===== config.mk =====
export PLATFORM = sky130hd
export DESIGN_NAME = alu_mdu
export DESIGN_NICKNAME = d
export VERILOG_FILES = /design/src/rtl/alu_mdu.sv
export SDC_FILE = /design/constraint.sdc
export NUM_CORES = 1
export LEC_CHECK = 0
export CAP_MARGIN = 20
export CORE_ASPECT_RATIO = 1.25
export CORE_MARGIN = 5
export CORE_UTILIZATION = 45
export DETAILED_ROUTE_END_ITERATION = 8
export DONT_BUFFER_PORTS = 1
export SYNTH_ARGS = -nofsm -noshare
export SYNTH_HDL_FRONTEND = slang
export SYNTH_SLANG_ARGS = --single-unit

===== constraint.sdc =====
create_clock -name clk -period 5.36 [get_ports clk]
set_clock_uncertainty 0.1 [all_clocks]
set_input_delay 0.804 -clock clk [delete_from_list [all_inputs] [get_ports clk]]
set_output_delay 0.804 -clock clk [all_outputs]
set_load 0.005 [all_outputs]

===== src/rtl/alu_mdu.sv =====
// Iterative radix-2 multiply/divide unit: shift-add multiply, restoring divide,
// one FIX cycle for sign correction and divide special cases, valid/ready on both sides.
module alu_mdu #(
    parameter int XLEN  = 32,
    parameter int TAG_W = 4
) (
    input  logic             clk,
    input  logic             reset,
    input  logic             flush,
    input  logic             in_valid,
    output logic             in_ready,
    input  logic [2:0]       in_op,
    input  logic [XLEN-1:0]  in_a,
    input  logic [XLEN-1:0]  in_b,
    input  logic [TAG_W-1:0] in_tag,
    output logic             out_valid,
    input  logic             out_ready,
    output logic [XLEN-1:0]  out_result,
    output logic [TAG_W-1:0] out_tag
);
    localparam int CW = $clog2(XLEN);
    localparam logic [1:0] IDLE = 2'd0;
    localparam logic [1:0] BUSY = 2'd1;
    localparam logic [1:0] FIX  = 2'd2;
    localparam logic [1:0] DONE = 2'd3;

    logic [1:0]       r_state;
    logic [CW-1:0]    r_cnt;
    logic [TAG_W-1:0] r_tag;
    logic [XLEN-1:0]  r_result;
    logic [2:0]       r_op;
    logic             r_neg;
    logic             r_rneg;
    logic             r_ovf;
    logic [XLEN-1:0]  r_hi;
    logic [XLEN-1:0]  r_lo;
    logic [XLEN-1:0]  r_opb;

    logic             w_accept;
    logic             w_a_sgn;
    logic             w_b_sgn;
    logic             w_ovf;
    logic [XLEN-1:0]  w_a_mag;
    logic [XLEN-1:0]  w_b_mag;
    logic [XLEN:0]    w_sum;
    logic [XLEN:0]    w_shift;
    logic [XLEN:0]    w_diff;
    logic [2*XLEN-1:0] w_prod;
    logic [XLEN-1:0]  w_quo;
    logic [XLEN-1:0]  w_rem;
    logic             w_divz;
    logic [XLEN-1:0]  w_res;

    assign in_ready   = (r_state == IDLE) | ((r_state == DONE) & out_ready);
    assign out_valid  = (r_state == DONE);
    assign out_result = r_result;
    assign out_tag    = r_tag;
    assign w_accept   = in_valid & in_ready & ~flush;

    // Signedness per op: MULH/DIV/REM both signed, MULHSU only rs1
    assign w_a_sgn = in_a[XLEN-1] & ((in_op == 3'd1) | (in_op == 3'd2) | (in_op == 3'd4) | (in_op == 3'd6));
    assign w_b_sgn = in_b[XLEN-1] & ((in_op == 3'd1) | (in_op == 3'd4) | (in_op == 3'd6));
    assign w_a_mag = w_a_sgn ? -in_a : in_a;
    assign w_b_mag = w_b_sgn ? -in_b : in_b;
    assign w_ovf   = ((in_op == 3'd4) | (in_op == 3'd6)) & (in_a == {1'b1, {(XLEN-1){1'b0}}}) & (&in_b);

    assign w_sum   = {1'b0, r_hi} + (r_lo[0] ? {1'b0, r_opb} : {(XLEN+1){1'b0}});
    assign w_shift = {r_hi, r_lo[XLEN-1]};
    assign w_diff  = w_shift - {1'b0, r_opb};

    assign w_prod = r_neg ? -{r_hi, r_lo} : {r_hi, r_lo};
    assign w_quo  = r_neg ? -r_lo : r_lo;
    // With a zero divisor the remainder magnitude is |rs1|; re-signing restores rs1
    assign w_rem  = r_rneg ? -r_hi : r_hi;
    assign w_divz = (r_opb == '0);

    always_comb begin
        w_res = '0;
        case (r_op)
            3'd0:                w_res = w_prod[XLEN-1:0];
            3'd1, 3'd2, 3'd3:    w_res = w_prod[2*XLEN-1:XLEN];
            3'd4, 3'd5:          w_res = w_divz ? {XLEN{1'b1}} : (r_ovf ? {1'b1, {(XLEN-1){1'b0}}} : w_quo);
            default:             w_res = r_ovf ? '0 : w_rem;
        endcase
    end

    always_ff @(posedge clk) begin
        if (reset) begin
            r_state  <= IDLE;
            r_cnt    <= '0;
            r_tag    <= '0;
            r_result <= '0;
        end else if (flush) begin
            r_state <= IDLE;
            r_cnt   <= '0;
        end else begin
            case (r_state)
                IDLE: if (w_accept) begin
                    r_state <= BUSY;
                    r_cnt   <= '0;
                    r_tag   <= in_tag;
                end
                BUSY: begin
                    r_cnt <= r_cnt + 1'b1;
                    if (r_cnt == CW'(XLEN-1)) begin
                        r_state <= FIX;
                        r_cnt   <= '0;
                    end
                end
                FIX: begin
                    r_result <= w_res;
                    r_state  <= DONE;
                end
                default: if (w_accept) begin
                    r_state <= BUSY;
                    r_cnt   <= '0;
                    r_tag   <= in_tag;
                end else if (out_ready) begin
                    r_state <= IDLE;
                end
            endcase
        end
    end

    // Datapath: operands loaded at accept, one radix-2 step per BUSY cycle
    always_ff @(posedge clk) begin
        if (w_accept) begin
            r_op   <= in_op;
            r_neg  <= w_a_sgn ^ w_b_sgn;
            r_rneg <= w_a_sgn;
            r_ovf  <= w_ovf;
            r_hi   <= '0;
            r_lo   <= in_op[2] ? w_a_mag : w_b_mag;
            r_opb  <= in_op[2] ? w_b_mag : w_a_mag;
        end else if (r_state == BUSY) begin
            if (r_op[2]) begin
                if (!w_diff[XLEN])
                    {r_hi, r_lo} <= {w_diff[XLEN-1:0], r_lo[XLEN-2:0], 1'b1};
                else
                    {r_hi, r_lo} <= {w_shift[XLEN-1:0], r_lo[XLEN-2:0], 1'b0};
            end else begin
                {r_hi, r_lo} <= {w_sum, r_lo[XLEN-1:1]};
            end
        end
    end
endmodule


==> impl_metrics.json <==
{
  "status": "finished clean",
  "fillCellCount": 3176,
  "critPathArrivalTime_ps": 4430,
  "min_period_over_period": 0.776,
  "multi_input_area_sq_um": 9880,
  "grt-ovfl-total": 0,
  "crit_required_ps": 5630,
  "ios": 114,
  "synth_seq_cells": 145,
  "slew_violations": 0,
  "hp-class": "in -> reg",
  "synth_cells": 1805,
  "grt_setup_unrepaired": "no",
  "cts_resized": 0,
  "hold_violations": 0,
  "dieArea_sq_um": 35100,
  "finalNetCount": 1897,
  "post_cts_buffers": 0,
  "p_leak_nw": 6.00,
  "finalPower_w": 0.00400,
  "via_per_inst": 6.26,
  "fin_crit_ps": 4160,
  "antenna_found_initial": 0,
  "ant_nets": 0,
  "drt-initial-drc-count": 1156,
  "firstDrtPassIters": 5,
  "layout-drive-gt1-share": 0.0507,
  "path_class": "reg -> reg",
  "path_buf_inv": 1,
  "grt_max_degree": 75,
  "synthArstFlopShare": 0,
  "ys_types": 80,
  "vdd_ir_drop_max_mv": 0.221,
  "num_vias": 13544,
  "crit_family": "simple AND/OR/NAND/NOR gates",
  "clock_sinks": 145,
  "synth-seq-area-share": 0.255,
  "clk_latency_ps": 440,
  "initial_core_util": 0.456,
  "htree_levels": 4,
  "avgSynthCellArea_sq_um": 7.83,
  "synthTopCellsByArea": "edfxtp_1 (15%), dfxtp_1 (11%), mux2i_1 (7.1%)",
  "chipHeight_um": 208,
  "grt_pass1_vias": 13142,
  "dp_slack_ps": 1220,
  "syn-num-nets": 1958,
  "hold_buffers": 0,
  "critPathMaxFanout": 17,
  "place_congestion": 0.991,
  "dp_hpwl_um": 37500,
  "cts_tree": "built",
  "max_slew_margin": 0.236,
  "cap_violations": 0,
  "setup_viol": 0,
  "drcViolationCount": 0,
  "synth-main-ff-cell": "dfxtp_1",
  "io_buffers": 0,
  "startpoint_type": "register",
  "syn2layout_area_growth_pct": 6.01,
  "fp-row-count": 72,
  "powerDensity_nw_per_um2": 267,
  "synth_edf_count": 70,
  "slowest_stage": "or4_1",
  "cts_max_path_buffers": 2,
  "tns_ps": 0,
  "worst_slew_pin_slew_ps": 1150,
  "die_x_um": 169,
  "synth_warnings": 0,
  "register_area_sq_um": 3600,
  "hold_slack_ps": 335,
  "cp_slowest_stage_delay_ps": 620,
  "cts-root-buf": "clkbuf_16",
  "antenna_cells": 0,
  "yosysTopAreaCellShare": 0.149,
  "yosys.area.top_type": "edfxtp_1",
  "final.setup.worst_slack_ps": 1200,
  "wl_per_cell_um": 22.3,
  "totalWireLength_um": 48300,
  "crit_chain": "inv_1, ha_1, or3b_1, nand2b_1, or4_1, or3_1, or2_1, o21ai_1, xnor2_1, a21oi_1, nor3_1",
  "core_sq_um": 31000,
  "clkTransAtPathRegs_ps": 60,
  "setup.worst_path.end_class": "register",
  "grt_pass1_wl_um": 74600,
  "grt_use_total": 0.268,
  "mappedNetlistArea_sq_um": 14100,
  "clock.fmax_mhz": 241,
  "numCtsBuffers": 17
}
-- synthesized netlist by cell type, types with 11 or more instances --
cell and number:
nor2_1 184, a21oi_1 168, nand2_1 140, o21ai_0 120, xnor2_1 105, mux2i_1 101, xor2_1 92, clkbuf_1 89
dfxtp_1 75, ha_1 75, edfxtp_1 70, inv_1 69, nor3_1 56, a21o_1 35, nand3_1 33, o221ai_1 29
o31ai_1 29, nor4_1 28, nand2b_1 26, a31oi_1 19, nand4_1 19, a211oi_1 18, or3_1 18, or4_1 16
nor2b_1 15, and3_1 14, buf_1 13, or2_2 13, o41ai_1 11
-- routing by layer --
layer  track usage  vias to the layer above  wire, um
li1              -                     6459         -
met3        0.0406                      119      3130
met2         0.452                      538     23000
met1         0.327                     6428     19200
met4         0.144                        0      2880
met5             0                        -         0
-- placed cells by master (no fill, tap or decap), types with 11 or more instances in the layout --
| master | netlist | routed |
|---|---|---|
| nor2_1 | 184 | 183 |
| a21oi_1 | 168 | 168 |
| nand2_1 | 140 | 140 |
| o21ai_0 | 120 | 120 |
| xnor2_1 | 105 | 104 |
| mux2i_1 | 101 | 101 |
| xor2_1 | 92 | 92 |
| ha_1 | 75 | 75 |
| dfxtp_1 | 75 | 75 |
| edfxtp_1 | 70 | 70 |
| inv_1 | 69 | 68 |
| nor3_1 | 56 | 56 |
| a21o_1 | 35 | 35 |
| nand3_1 | 33 | 33 |
| o31ai_1 | 29 | 29 |
| o221ai_1 | 29 | 29 |
| nor4_1 | 28 | 28 |
| nand2b_1 | 26 | 26 |
| buf_4 | 0 | 25 |
| a31oi_1 | 19 | 19 |
| nand4_1 | 19 | 19 |
| or3_1 | 18 | 18 |
| a211oi_1 | 18 | 18 |
| clkbuf_16 | 0 | 17 |
| or4_1 | 16 | 16 |
| and3_1 | 14 | 14 |
| nor2b_1 | 15 | 14 |
| or2_2 | 13 | 13 |
| o41ai_1 | 11 | 11 |
-- kinds of logic (layout without fill, tap and decap cells) --
logic type | after synthesis | after routing | share of synthesized area
simple gates | 592 | 592 | 0.203
buf+inv | 175 | 126 | 0.0472
fa+ha+maj | 77 | 77 | 0.0692
xor+xnor | 197 | 197 | 0.122
flops | 145 | 145 | 0.255
compound gates | 511 | 511 | 0.227
mux | 108 | 108 | 0.0771
-- sequential cells by signal, summed over array words and instances, names as in the netlist --
signal	cells
r_op	3
r_cnt	5
r_rneg	1
out_result	32
r_opb	32
r_state	2
r_ovf	1
r_lo	32
out_tag	4
r_hi	32
r_neg	1
-- stage by stage --
| stage | cell area, sq um | std cells | utilization |
|---|---|---|---|
| finish | 15000 | 2163 | 0.484 |
| global route | 15000 | 2163 | 0.484 |
| CTS | 15000 | 2162 | 0.483 |
| detailed placement | 14400 | 2131 | 0.466 |
| global placement | 14400 | 2131 | 0.466 |
| floorplan | 14100 | 1805 | - |
-- final cells by class --
type                    count  area share
repair buffers             25      0.0125
clock buffers              18      0.0286
flip-flops and latches    145       0.240
well taps                 407      0.0340
clock inverters            13     0.00768
multi-input cells        1485       0.659
inverters                  70      0.0175
-- final timing paths --
path	startpoint	to	slack [ps]	cells after the start
worst max-delay path	r_lo[0]$_DFFE_PN_	out_result[26]$_SDFFE_PP0P_	1200	11
worst min-delay path	reset	out_result[22]$_SDFFE_PP0P_	340	1
worst max register to register	r_lo[0]$_DFFE_PN_	out_result[26]$_SDFFE_PP0P_	1200	11
worst min register to register	out_tag[3]$_SDFFE_PP0P_	out_tag[3]$_SDFFE_PP0P_	400	2
-- report_power, final --
part	switching (W)	total (W)	leakage, nW	internal (W)
Sequential	0.000153	0.00141	1.27	0.00126
Clock	0.000508	0.00114	0.252	0.000634
Combinational	0.000872	0.00145	4.47	0.000575
Note: power is estimated with default switching activity, not from simulation.
